===== config.mk =====
export PLATFORM = sky130hd
export DESIGN_NAME = aes_round_ctrl
export DESIGN_NICKNAME = d
export VERILOG_FILES = /design/src/rtl/aes_round_ctrl.sv
export SDC_FILE = /design/constraint.sdc
export NUM_CORES = 1
export LEC_CHECK = 0
export CAP_MARGIN = 10
export CORE_UTILIZATION = 50
export DETAILED_ROUTE_END_ITERATION = 8
export PLACE_DENSITY = 0.83
export SLEW_MARGIN = 40
export SYNTH_ARGS = -nofsm -noshare
export SYNTH_HDL_FRONTEND = slang
export SYNTH_SLANG_ARGS = --single-unit

===== constraint.sdc =====
create_clock -name clk -period 4.89 [get_ports clk]
set_input_delay 0.978 -clock clk [delete_from_list [all_inputs] [get_ports clk]]
set_output_delay 0.978 -clock clk [all_outputs]
set_load 0.03 [all_outputs]

===== src/rtl/aes_round_ctrl.sv =====
// Round sequencer for the AES-128 datapath and key expansion: walks counter_t
// through 1..NROUNDS+1, issuing one round_en per round and one key_step per key.
module aes_round_ctrl #(
    parameter int unsigned NROUNDS = 10,
    parameter int unsigned KEY_LAT = 1
) (
    input  logic       clk,
    input  logic       rst,
    input  logic       start,
    input  logic       abort,
    output logic [3:0] counter_t,
    output logic       round_en,
    output logic       first_round,
    output logic       mix_en,
    output logic       key_step,
    output logic       busy,
    output logic       done,
    output logic [1:0] state_dbg
);

    typedef enum logic [1:0] {
        IDLE = 2'd0,
        RUN  = 2'd1,
        WAIT = 2'd2,
        DONE = 2'd3
    } state_t;

    localparam logic [3:0] LAST_ROUND = 4'(NROUNDS + 1);
    localparam logic [3:0] NR         = 4'(NROUNDS);
    localparam logic [2:0] WAIT_INIT  = 3'(KEY_LAT - 1);

    state_t     state, state_n;
    logic [3:0] count_n;
    logic [2:0] wait_cnt, wait_n;

    always_ff @(posedge clk) begin
        if (rst) begin
            state     <= IDLE;
            counter_t <= 4'd0;
            wait_cnt  <= 3'd0;
        end else begin
            state     <= state_n;
            counter_t <= count_n;
            wait_cnt  <= wait_n;
        end
    end

    always_comb begin
        state_n = state;
        count_n = counter_t;
        wait_n  = wait_cnt;
        case (state)
            IDLE: begin
                count_n = 4'd0;
                if (start && !abort) begin
                    state_n = RUN;
                    count_n = 4'd1;
                end
            end
            RUN: begin
                state_n = WAIT;
                wait_n  = WAIT_INIT;
            end
            WAIT: begin
                if (wait_cnt == 3'd0) begin
                    if (counter_t == LAST_ROUND) begin
                        state_n = DONE;
                    end else begin
                        state_n = RUN;
                        count_n = counter_t + 4'd1;
                    end
                end else begin
                    wait_n = wait_cnt - 3'd1;
                end
            end
            DONE: begin
                state_n = IDLE;
                count_n = 4'd0;
            end
            default: begin
                state_n = IDLE;
                count_n = 4'd0;
            end
        endcase
        // Abort wins over every in-flight transition; outputs of this cycle stay as computed.
        if (abort && state != IDLE) begin
            state_n = IDLE;
            count_n = 4'd0;
            wait_n  = 3'd0;
        end
    end

    always_comb begin
        round_en    = 1'b0;
        first_round = 1'b0;
        mix_en      = 1'b0;
        key_step    = 1'b0;
        busy        = 1'b0;
        done        = 1'b0;
        case (state)
            RUN: begin
                round_en    = 1'b1;
                busy        = 1'b1;
                first_round = (counter_t == 4'd1);
                mix_en      = (counter_t >= 4'd2) && (counter_t <= NR);
            end
            WAIT: begin
                busy     = 1'b1;
                // Only the first settle cycle steps the key; the final round needs no new key.
                key_step = (wait_cnt == WAIT_INIT) && (counter_t <= NR);
            end
            DONE: done = 1'b1;
            default: ;
        endcase
    end

    assign state_dbg = state;

endmodule


==> run metrics <==
Synth cell types=30; Syn Area/Cell=between 8 and 9 um2; crit-path max FO=17; Total Routing Usage GR=0.255; GRT Residual Overflow=0; Synth-to-Final Area Change=25.0%; Peak VDD IR=~0.00027 V; top cells by area, synth=dfxtp_1 26%, ha_1 18%, or4_1 5.5%; most common library cells after synthesis=10 x ha_1, 9 x dfxtp_1, 7 x inv_1; status=complete, no violations; M3 GR Usage=0.0983; cell taking the most area after synthesis=dfxtp_1; syn nets=94; Detailed Routing Iterations Pass 1=4; YS warnings=0; post-placement cell area=approximately 830 um2; met2 usage=0.433; final-report setup violation count=0; Post-Route WL=about 1600 um; DRT antenna net count=0; initial antenna violation count=0; Fill cells=between 100 and 150; unrepaired setup endpoints after global routing=no; f_max=~300 MHz; violation count after the first detailed-route iteration=14; Hold Path Class=reg2reg; area of the core=around 0.0012 mm2; vias per cell=around 6.1; kind of critical path=reg2out; Worst setup EP type=primary output; crit path time final=3360 ps; Synth Flop Type=dfxtp_1; GRT met1 Usage=0.293; routed len/inst=~14 um; worst skew pair latency=about 270 ps; Post-Route Skew=between 3 and 4 ps; Ports=16; Final Wtd Congestion=0.757; setup repair bufs after CTS=0; row count=12; total power=approximately 0.33 mW; busiest grt layer=met2; max_slew headroom=0.659; chip width=39.0 um; Via Count=670; Die Span Y=39.0 um; Synth Instances=80; Starting Density=0.578; final hold vios=0; placed cells=around 110; max_cap viols=0; register bit total from synthesis=9; CTS tree=done; CTS clk-pin slew, worst paths=70 ps; post-route cell area=~860 um2; Seq/Total Area, Yosys=0.263; Hold Buf Count CTS=0; CP startpoint kind=register; pwr/cell area=383 mW/mm2; layout cells sized above 1=0.0316; CTS Buffer Depth=2; most frequent cell after synthesis=ha_1; H-tree levels=1; Port Buffers=15; dpl hpwl=1160 um; Final period util=0.686; first-pass GRT wire length=2630 um; Nets=110; CTS Sinks=9; drt drc=0; die area=around 0.0015 mm2; Crit path arrival time=2380 ps; Synth top area share=0.263; CTS root buffer=clkbuf_4; largest net degree at the start of global routing=18; Slew @ Worst Pin=between 500 and 600 ps; synthesized area=approximately 690 um2; post-CTS resize count=0; Lkg Pwr=between 0.3 and 0.4 nW; fin cells=109; setup TNS=0 ps; Num CTS Buffers=3; number of synthesized flops with an enable pin=0; number of global-route vias before repair=roughly 640; diode count=0; max-slew violation count=0; ys async rst share=0; WP data required=3910 ps
-- path summary, 6_finish.rpt --
path | startpoint | to | slack, ps | cells past startpoint
setup / recovery | state_dbg[0] | key_step | 1530 | 5
hold / removal | wait_cnt[0] | wait_cnt[0] | 490 | 2
setup reg to reg | state_dbg[0] | counter_t[2] | 2890 | 5
hold reg to reg | wait_cnt[0] | wait_cnt[0] | 490 | 2
-- power by group --
group          internal [mW]  total, mW  switching, mW
clock network         0.0316     0.0605         0.0289
logic                 0.0698      0.175          0.105
registers             0.0811     0.0927         0.0116
total                  0.183      0.328          0.146
-- logic make-up (layout without fill, tap and decap cells) --
| family | Yosys count | count (layout) | share of synthesized area |
|---|---|---|---|
| AND/OR/NAND/NOR | 27 | 27 | 0.257 |
| AO/OA/AOI/OAI | 23 | 23 | 0.226 |
| buffers and inverters | 11 | 26 | 0.0712 |
| adder cells (fa/ha/maj) | 10 | 10 | 0.182 |
| flip-flops | 9 | 9 | 0.263 |
-- sequential cells by signal, indices dropped and copies added, names as in the netlist --
signal	cells
counter_t	4
state_dbg	2
wait_cnt	3
-- stage by stage --
step	util	hold WS [ps]	worst slack, ps
finish	0.723	488	1530
global route	0.723	528	1370
CTS	0.723	489	1520
global placement	0.700	469	1900
detailed placement	0.700	480	1830
floorplan	-	450	2150
-- final cells by class --
| type | count | area, um2 | area share |
|---|---|---|---|
| Inverter | 7 | 26.3 | 0.0307 |
| Timing Repair Buffer | 15 | 150 | 0.175 |
| Sequential cell | 9 | 180 | 0.210 |
| Tap cell | 14 | 17.5 | 0.0204 |
| Multi-Input combinational cell | 60 | 457 | 0.533 |
| Clock buffer | 4 | 26.3 | 0.0307 |
-- routing by layer --
layer,part of all wire,up-vias
li1,-,329
met1,0.45,320
met2,0.48,19
met3,0.055,2
met4,0.011,0
met5,0,-
-- cell usage in the layout, fill, tap and decap left out --
master / netlist / layout
and3b_1: 2 / 2
dfxtp_1: 9 / 9
nor2_1: 2 / 2
nor2b_1: 2 / 2
o41a_1: 1 / 1
nand3_1: 2 / 2
ha_1: 10 / 10
clkbuf_4: 0 / 3
o32ai_1: 1 / 1
nand2_1: 4 / 4
a221oi_1: 1 / 1
o41ai_1: 1 / 1
o21ai_0: 4 / 4
or2_1: 1 / 1
o211ai_1: 3 / 3
clkdlybuf4s50_1: 0 / 15
nor3_1: 1 / 1
or4bb_1: 1 / 1
a22o_1: 1 / 1
clkbuf_1: 3 / 1
or4_1: 5 / 5
a21boi_0: 1 / 1
or4b_1: 1 / 1
o31ai_1: 1 / 1
a31oi_1: 3 / 3
nand3b_1: 2 / 2
inv_1: 7 / 7
a211oi_1: 1 / 1
a21oi_1: 5 / 5
and4b_1: 1 / 1
nand2b_1: 3 / 3
-- critical path, stage by stage, from the launching register on --
cell,delay [ps]
dfxtp_1,350
inv_1,130
ha_1,490
and3b_1,260
a21boi_0,180
clkdlybuf4s50_1,690
Note: power is estimated with default switching activity, not from simulation.
